## src/rtl/irq_encoder8to3_pkg.sv

```systemverilog
// Shared constants, FSM state type and code-to-mask helper for the 8-to-3 IRQ encoder.
package enc_pkg;

  localparam int N_REQ  = 8;
  localparam int CODE_W = 3;

  typedef enum logic {
    ENC_IDLE  = 1'b0,
    ENC_OFFER = 1'b1
  } enc_state_t;

  // Re-expands a code into its request-line mask, matching the downstream 3-to-8 decoder.
  function automatic logic [N_REQ-1:0] onehot(input logic [CODE_W-1:0] c);
    return N_REQ'(1) << c;
  endfunction

endpackage

```

## src/rtl/irq_encoder8to3_if.sv

```systemverilog
// Valid/ready code handshake between the IRQ encoder (master) and its consumer (slave).
interface irq_encoder8to3_if;
  import enc_pkg::*;

  logic [CODE_W-1:0] code;
  logic              valid;
  logic              ready;

  modport master (output code, output valid, input ready);
  modport slave  (input code, input valid, output ready);

endinterface

```

## src/rtl/irq_encoder8to3_prio.sv

```systemverilog
// Combinational 8-input priority encoder; LOW_FIRST selects whether index 0 or 7 wins.
module prio_enc8
  import enc_pkg::*;
#(
  parameter bit LOW_FIRST = 1'b0
) (
  input  logic [N_REQ-1:0]  vec,
  output logic [CODE_W-1:0] code,
  output logic              any
);

  // Scan toward the winning end so the last hit is the highest-priority index.
  always_comb begin
    code = '0;
    any  = |vec;
    if (LOW_FIRST) begin
      for (int i = N_REQ - 1; i >= 0; i--) begin
        if (vec[i]) code = CODE_W'(i);
      end
    end else begin
      for (int i = 0; i < N_REQ; i++) begin
        if (vec[i]) code = CODE_W'(i);
      end
    end
  end

endmodule

```

## src/rtl/irq_encoder8to3.sv

```systemverilog
// Sequential 8-to-3 priority encoder: latches requests, offers the top pending index over valid/ready.
// Optional sticky lost-request flag built when IRQ_ENCODER_OVF_EN is defined.
module irq_encoder8to3
  import enc_pkg::*;
#(
  parameter bit LOW_FIRST   = 1'b0,
  parameter bit EDGE_DETECT = 1'b0
) (
  input  logic              clk,
  input  logic              rst,
  input  logic [N_REQ-1:0]  req,
  irq_encoder8to3_if.master hs,
  output logic [N_REQ-1:0]  pending,
  output logic              ovf
);

  enc_state_t        state_q, state_d;
  logic [CODE_W-1:0] code_q, code_d;
  logic [N_REQ-1:0]  req_d;
  logic [N_REQ-1:0]  rise, set, clr, rem;
  logic              valid, fire;
  logic [CODE_W-1:0] pend_code, rem_code;
  logic              pend_any, rem_any;

  assign valid = (state_q == ENC_OFFER);
  assign fire  = valid & hs.ready;
  assign rise  = req & ~req_d;
  assign set   = EDGE_DETECT ? rise : req;
  assign clr   = fire ? onehot(code_q) : '0;
  // Requests arriving in the accept cycle are left out of the reload so the grant order stays stable.
  assign rem   = pending & ~clr;

  assign hs.valid = valid;
  assign hs.code  = valid ? code_q : '0;

  prio_enc8 #(.LOW_FIRST(LOW_FIRST)) u_prio_pend (
    .vec  (pending),
    .code (pend_code),
    .any  (pend_any)
  );

  prio_enc8 #(.LOW_FIRST(LOW_FIRST)) u_prio_rem (
    .vec  (rem),
    .code (rem_code),
    .any  (rem_any)
  );

  always_comb begin
    state_d = state_q;
    code_d  = code_q;
    case (state_q)
      ENC_IDLE: begin
        if (pend_any) begin
          state_d = ENC_OFFER;
          code_d  = pend_code;
        end
      end
      ENC_OFFER: begin
        if (fire) begin
          if (rem_any) begin
            code_d = rem_code;
          end else begin
            state_d = ENC_IDLE;
            code_d  = '0;
          end
        end
      end
      default: begin
        state_d = ENC_IDLE;
        code_d  = '0;
      end
    endcase
  end

  always_ff @(posedge clk) begin
    if (rst) begin
      state_q <= ENC_IDLE;
      code_q  <= '0;
      pending <= '0;
      req_d   <= '0;
    end else begin
      state_q <= state_d;
      code_q  <= code_d;
      pending <= rem | set;
      req_d   <= req;
    end
  end

`ifdef IRQ_ENCODER_OVF_EN
  // Only rising edges count, so a held level request does not flag every cycle.
  always_ff @(posedge clk) begin
    if (rst) begin
      ovf <= 1'b0;
    end else if (|(rise & rem)) begin
      ovf <= 1'b1;
    end
  end
`else
  assign ovf = 1'b0;
`endif

endmodule

```

## src/flat_wrapper.sv

```systemverilog
// flat-port wrapper written by rule: the top's interface ports become plain ports
module irq_encoder8to3_flat import enc_pkg::*;
#(
  parameter bit LOW_FIRST   = 1'b0,
  parameter bit EDGE_DETECT = 1'b0
)
  (clk, rst, req, pending, ovf, hs_code, hs_valid, hs_ready);
  irq_encoder8to3_if hs_i ();
  input  logic clk;
  input  logic rst;
  input  logic [N_REQ-1:0] req;
  output logic [N_REQ-1:0] pending;
  output logic ovf;
  output wire logic [$bits(hs_i.code)-1:0] hs_code;
  output wire logic [$bits(hs_i.valid)-1:0] hs_valid;
  input wire logic [$bits(hs_i.ready)-1:0] hs_ready;
  assign hs_code = hs_i.code;
  assign hs_valid = hs_i.valid;
  assign hs_i.ready = hs_ready;
  irq_encoder8to3 #(.LOW_FIRST(LOW_FIRST), .EDGE_DETECT(EDGE_DETECT)) u_core (.clk(clk), .rst(rst), .req(req), .hs(hs_i), .pending(pending), .ovf(ovf));
endmodule
```

## config.mk

```make
export PLATFORM = sky130hd
export DESIGN_NAME = irq_encoder8to3_flat
export DESIGN_NICKNAME = d
export VERILOG_FILES = /design/src/rtl/irq_encoder8to3_pkg.sv /design/src/rtl/irq_encoder8to3_if.sv /design/src/rtl/irq_encoder8to3_prio.sv /design/src/rtl/irq_encoder8to3.sv /design/src/flat_wrapper.sv
export SDC_FILE = /design/constraint.sdc
export NUM_CORES = 1
export LEC_CHECK = 0
export BUFFER_PORTS_ARGS = -buffer_cell sky130_fd_sc_hd__clkbuf_2
export CORE_MARGIN = 2
export CORE_UTILIZATION = 48
export CTS_BUF_LIST = sky130_fd_sc_hd__clkbuf_16
export CTS_CLUSTER_DIAMETER = 80
export DETAILED_ROUTE_END_ITERATION = 10
export PLACE_DENSITY = 0.76
export SLEW_MARGIN = 0
export SYNTH_ARGS = -nofsm -noshare
export SYNTH_HDL_FRONTEND = slang
export SYNTH_SLANG_ARGS = --single-unit
```

## constraint.sdc

```tcl
create_clock -name clk -period 1.8 [get_ports clk]
set_input_delay 0.18 -clock clk [delete_from_list [all_inputs] [get_ports clk]]
set_output_delay 0.18 -clock clk [all_outputs]
set_load 0.02 [all_outputs]
```

==> metrics.md <==
| Metric | Value |
|---|---|
| Net Count, Synth | 98 |
| Final Total Pwr | a little over 900 uW |
| Period minus WS final | 1.70 ns |
| Total gr overflow | 0 |
| Sequential power share | 0.363 |
| CP endpoint kind | flop |
| Critical path peak fanout | 8 |
| Core ar. | approximately 1500 sq um |
| Largest net degree at the start of global routing | 14 |
| Routability congestion estimate from global placement | 0.943 |
| Crit path cell chain | mux2_2 > nor4_1 > o21ai_1 > o21a_1 > o21ba_1 |
| Final wirelength | roughly 1.8 mm |
| CTS Hold Buffers Added | 0 |
| Final hold viol count | 0 |
| Worst hold-check path type | in -> reg |
| DP HPWL | between 1 and 1.5 mm |
| Die area | roughly 1800 sq um |
| Slowest-stage cell, CP | dfxtp_1 |
| Clock root buffer | clkbuf_16 |
| Drt pass-1 iters | 4 |
| CTS H-tree depth | 1 |
| Endpoint, Worst Hold | u_core.pending[7] |
| Gate power share | 0.194 |
| Placed Cells | 122 |
| Yosys cell types | 34 |
| Vias after detailed routing | 736 |
| CTS tree | built |
| Bufs and invs on worst path | 0 |
| Result of the run | finished clean |
| Final Max Tran Viols | 0 |
| Worst R2R Path Depth | 5 |
| Clock tree buffer depth | 2 |
| Critical path class | reg -> reg |
| Most common cell after layout, fill and taps aside | clkbuf_2 |
| Clk pwr share | 0.443 |
| R2r setup slk | between 0.1 and 0.15 ns |
| FP Rows | 14 |
| Hold wc startpoint | req[7] |
| CTS Sinks | 12 |
| Num CTS Buffers | 3 |
| Inserted Diodes | 0 |
| Post-route clock period utilization | 0.943 |
| WP data required | ~1.9 ns |
| 1st-iter DRT viols | 56 |
| Hold Crit Depth | 3 |
| Initial Util | 0.497 |
| Area growth from synthesis to layout | 25.4% |
| Avg Vias per Cell | 5.84 |
| Syn Std Cell Area | about 720 sq um |
| FF-to-FF End | u_core.hs.valid |
| Crit-path max cell delay | roughly 0.5 ns |
| Fin nets | 122 |
| Commonest cells after routing, fill and taps aside | clkbuf_2, nor2_1, dfxtp_1, a21oi_1, inv_1 |
| Switching Share | 0.282 |
| Die Y | about 43 um |
| Syn_area_per_cell | roughly 8.3 sq um |
| Largest delay share family, worst path | flip-flops |
| Fmax achieved | slightly below 600 MHz |
| Antenna violations before repair | 0 |
| Unrepaired setup endpoints after global routing | no |
| Clock slew seen by the registers of the worst setup and hold paths | 0.04 ns |
| Syn. warnings | 0 |
| Max cap viols | 0 |
| Setup Viol. Count Final | 0 |
| Final TNS setup | 0 ns |
| Clock skew | 0.00216 ns |
| Pwr Density | around 1000 nW/um^2 |
| DRC Markers | 0 |
| Post-route ant nets | 0 |
| CP arrival | 1.83 ns |
| Cell Int Power | about 660 uW |
| Static Leak | 0.000422 uW |
| Critical path launch point type | flop |
| Peak supply drop | between 0.9 and 1 mV |
| Die width | approximately 43 um |
| Seq cells post-synth | 12 |
| Layout Cells excl Fill | about 130 |
| I/O pins | 24 |
| Share of post-route cells with drive strength above 1 | 0.327 |
| Port bufs | 22 |
| Synth Instances | just under 90 |
| GR Util All Layers | 0.217 |
| WL/cell | about 14 um |
| FF-to-FF Start | u_core.code_q[0] |
| Psw | around 260 uW |
| Sequential area share after synthesis | 0.332 |
| Number of global-route vias before repair | roughly 660 |
| Global-route wire length before repair | 2.98 mm |
| Worst skew pair latency | 0.24 ns |
## sequential cells by signal (all words and copies together), names as in the netlist
name / flops
u_core.hs.valid: 1
u_core.code_q: 3
u_core.pending: 8
## worst max-delay path by stage
| stage | from | endpoint | depth (start not counted) |
|---|---|---|---|
| floorplan | u_core.hs.valid | u_core.hs.valid | 6 |
| global placement | u_core.hs.valid | u_core.code_q[0] | 5 |
| detailed placement | u_core.hs.valid | u_core.hs.valid | 5 |
| CTS | u_core.hs.valid | u_core.hs.valid | 5 |
| global route | u_core.code_q[0] | u_core.hs.valid | 5 |
| finish | u_core.code_q[0] | u_core.hs.valid | 5 |
## routing by layer
metal	share of wire	wire (um)	global-route usage
met5	0	0	0
met4	0.018	31	0.125
met3	0.091	160	0.0553
met2	0.48	841	0.327
met1	0.41	727	0.277
## what timing repair did
action	CTS	global route
buffers inserted	0	0
hold endpoints to repair	0	0
setup endpoints to repair	0	3
gates resized for setup	0	1
## kinds of logic after synthesis
group | after synthesis | share of synthesized area
flip-flops | 12 | 0.332
buffers and inverters | 10 | 0.0778
AND/OR/NAND/NOR | 32 | 0.247
other | 1 | 0.00519
AO/OA/AOI/OAI | 29 | 0.287
multiplexers | 3 | 0.0502
## tightest hold or removal path: cells and delay by family
| kind | cells | cell delay [ns] |
|---|---|---|
| AND/OR/NAND/NOR | 2 | 0.10 |
| buffers and inverters | 1 | 0.08 |
## cell type report
class                   instances  area [sq um]
multi-input cells              65           427
repair buffers                 23           118
flip-flops and latches         12           241
inverters                       6          22.5
fillers                       119           547
clock inverters                 1          3.75
clock buffers                   3          75.1
well taps                      16          20.0
## through the flow
step	area (sq um)	setup slack [ns]	util	hold slack [ns]
final	907	0.103	0.624	0.152
after global routing	907	0.0277	0.624	0.160
after CTS	906	0.0620	0.623	0.150
after detailed placement	827	0.0907	0.569	0.398
after global placement	827	0.190	0.569	0.388
after floorplan	723	0.255	-	0.248
## power groups by stage
stage	combinational (uW)	clock, uW	sequential (uW)
floorplan	125	0	336
global placement	174	0	333
detailed placement	175	0	335
CTS	178	411	331
global route	197	423	337
finish	178	407	334
## cells in the mapped netlist
cell	count	area share
nor2_1	14	0.073
dfxtp_1	12	0.33
a21oi_1	9	0.062
inv_1	6	0.031
nand2_1	4	0.021
o21a_1	4	0.042
and2_1	3	0.026
o21ai_1	3	0.021
o31ai_1	3	0.031
buf_6	2	0.031
nand2b_1	2	0.017
nand4_1	2	0.017
o21ai_0	2	0.014
a21oi_2	1	0.012
a311oi_2	1	0.021
and4_1	1	0.012
buf_4	1	0.010
clkbuf_1	1	0.0052
conb_1	1	0.0052
mux2_2	1	0.016
mux2_4	1	0.021
mux2i_1	1	0.014
nand3_2	1	0.014
nand3b_4	1	0.028
nor3_1	1	0.0069
nor3_2	1	0.014
nor4_1	1	0.0087
o2111a_1	1	0.016
o211ai_1	1	0.010
o21ai_2	1	0.012
o21ba_1	1	0.014
o21bai_1	1	0.010
o32ai_2	1	0.022
or4_1	1	0.010
Power figures use the tool's default switching activity.
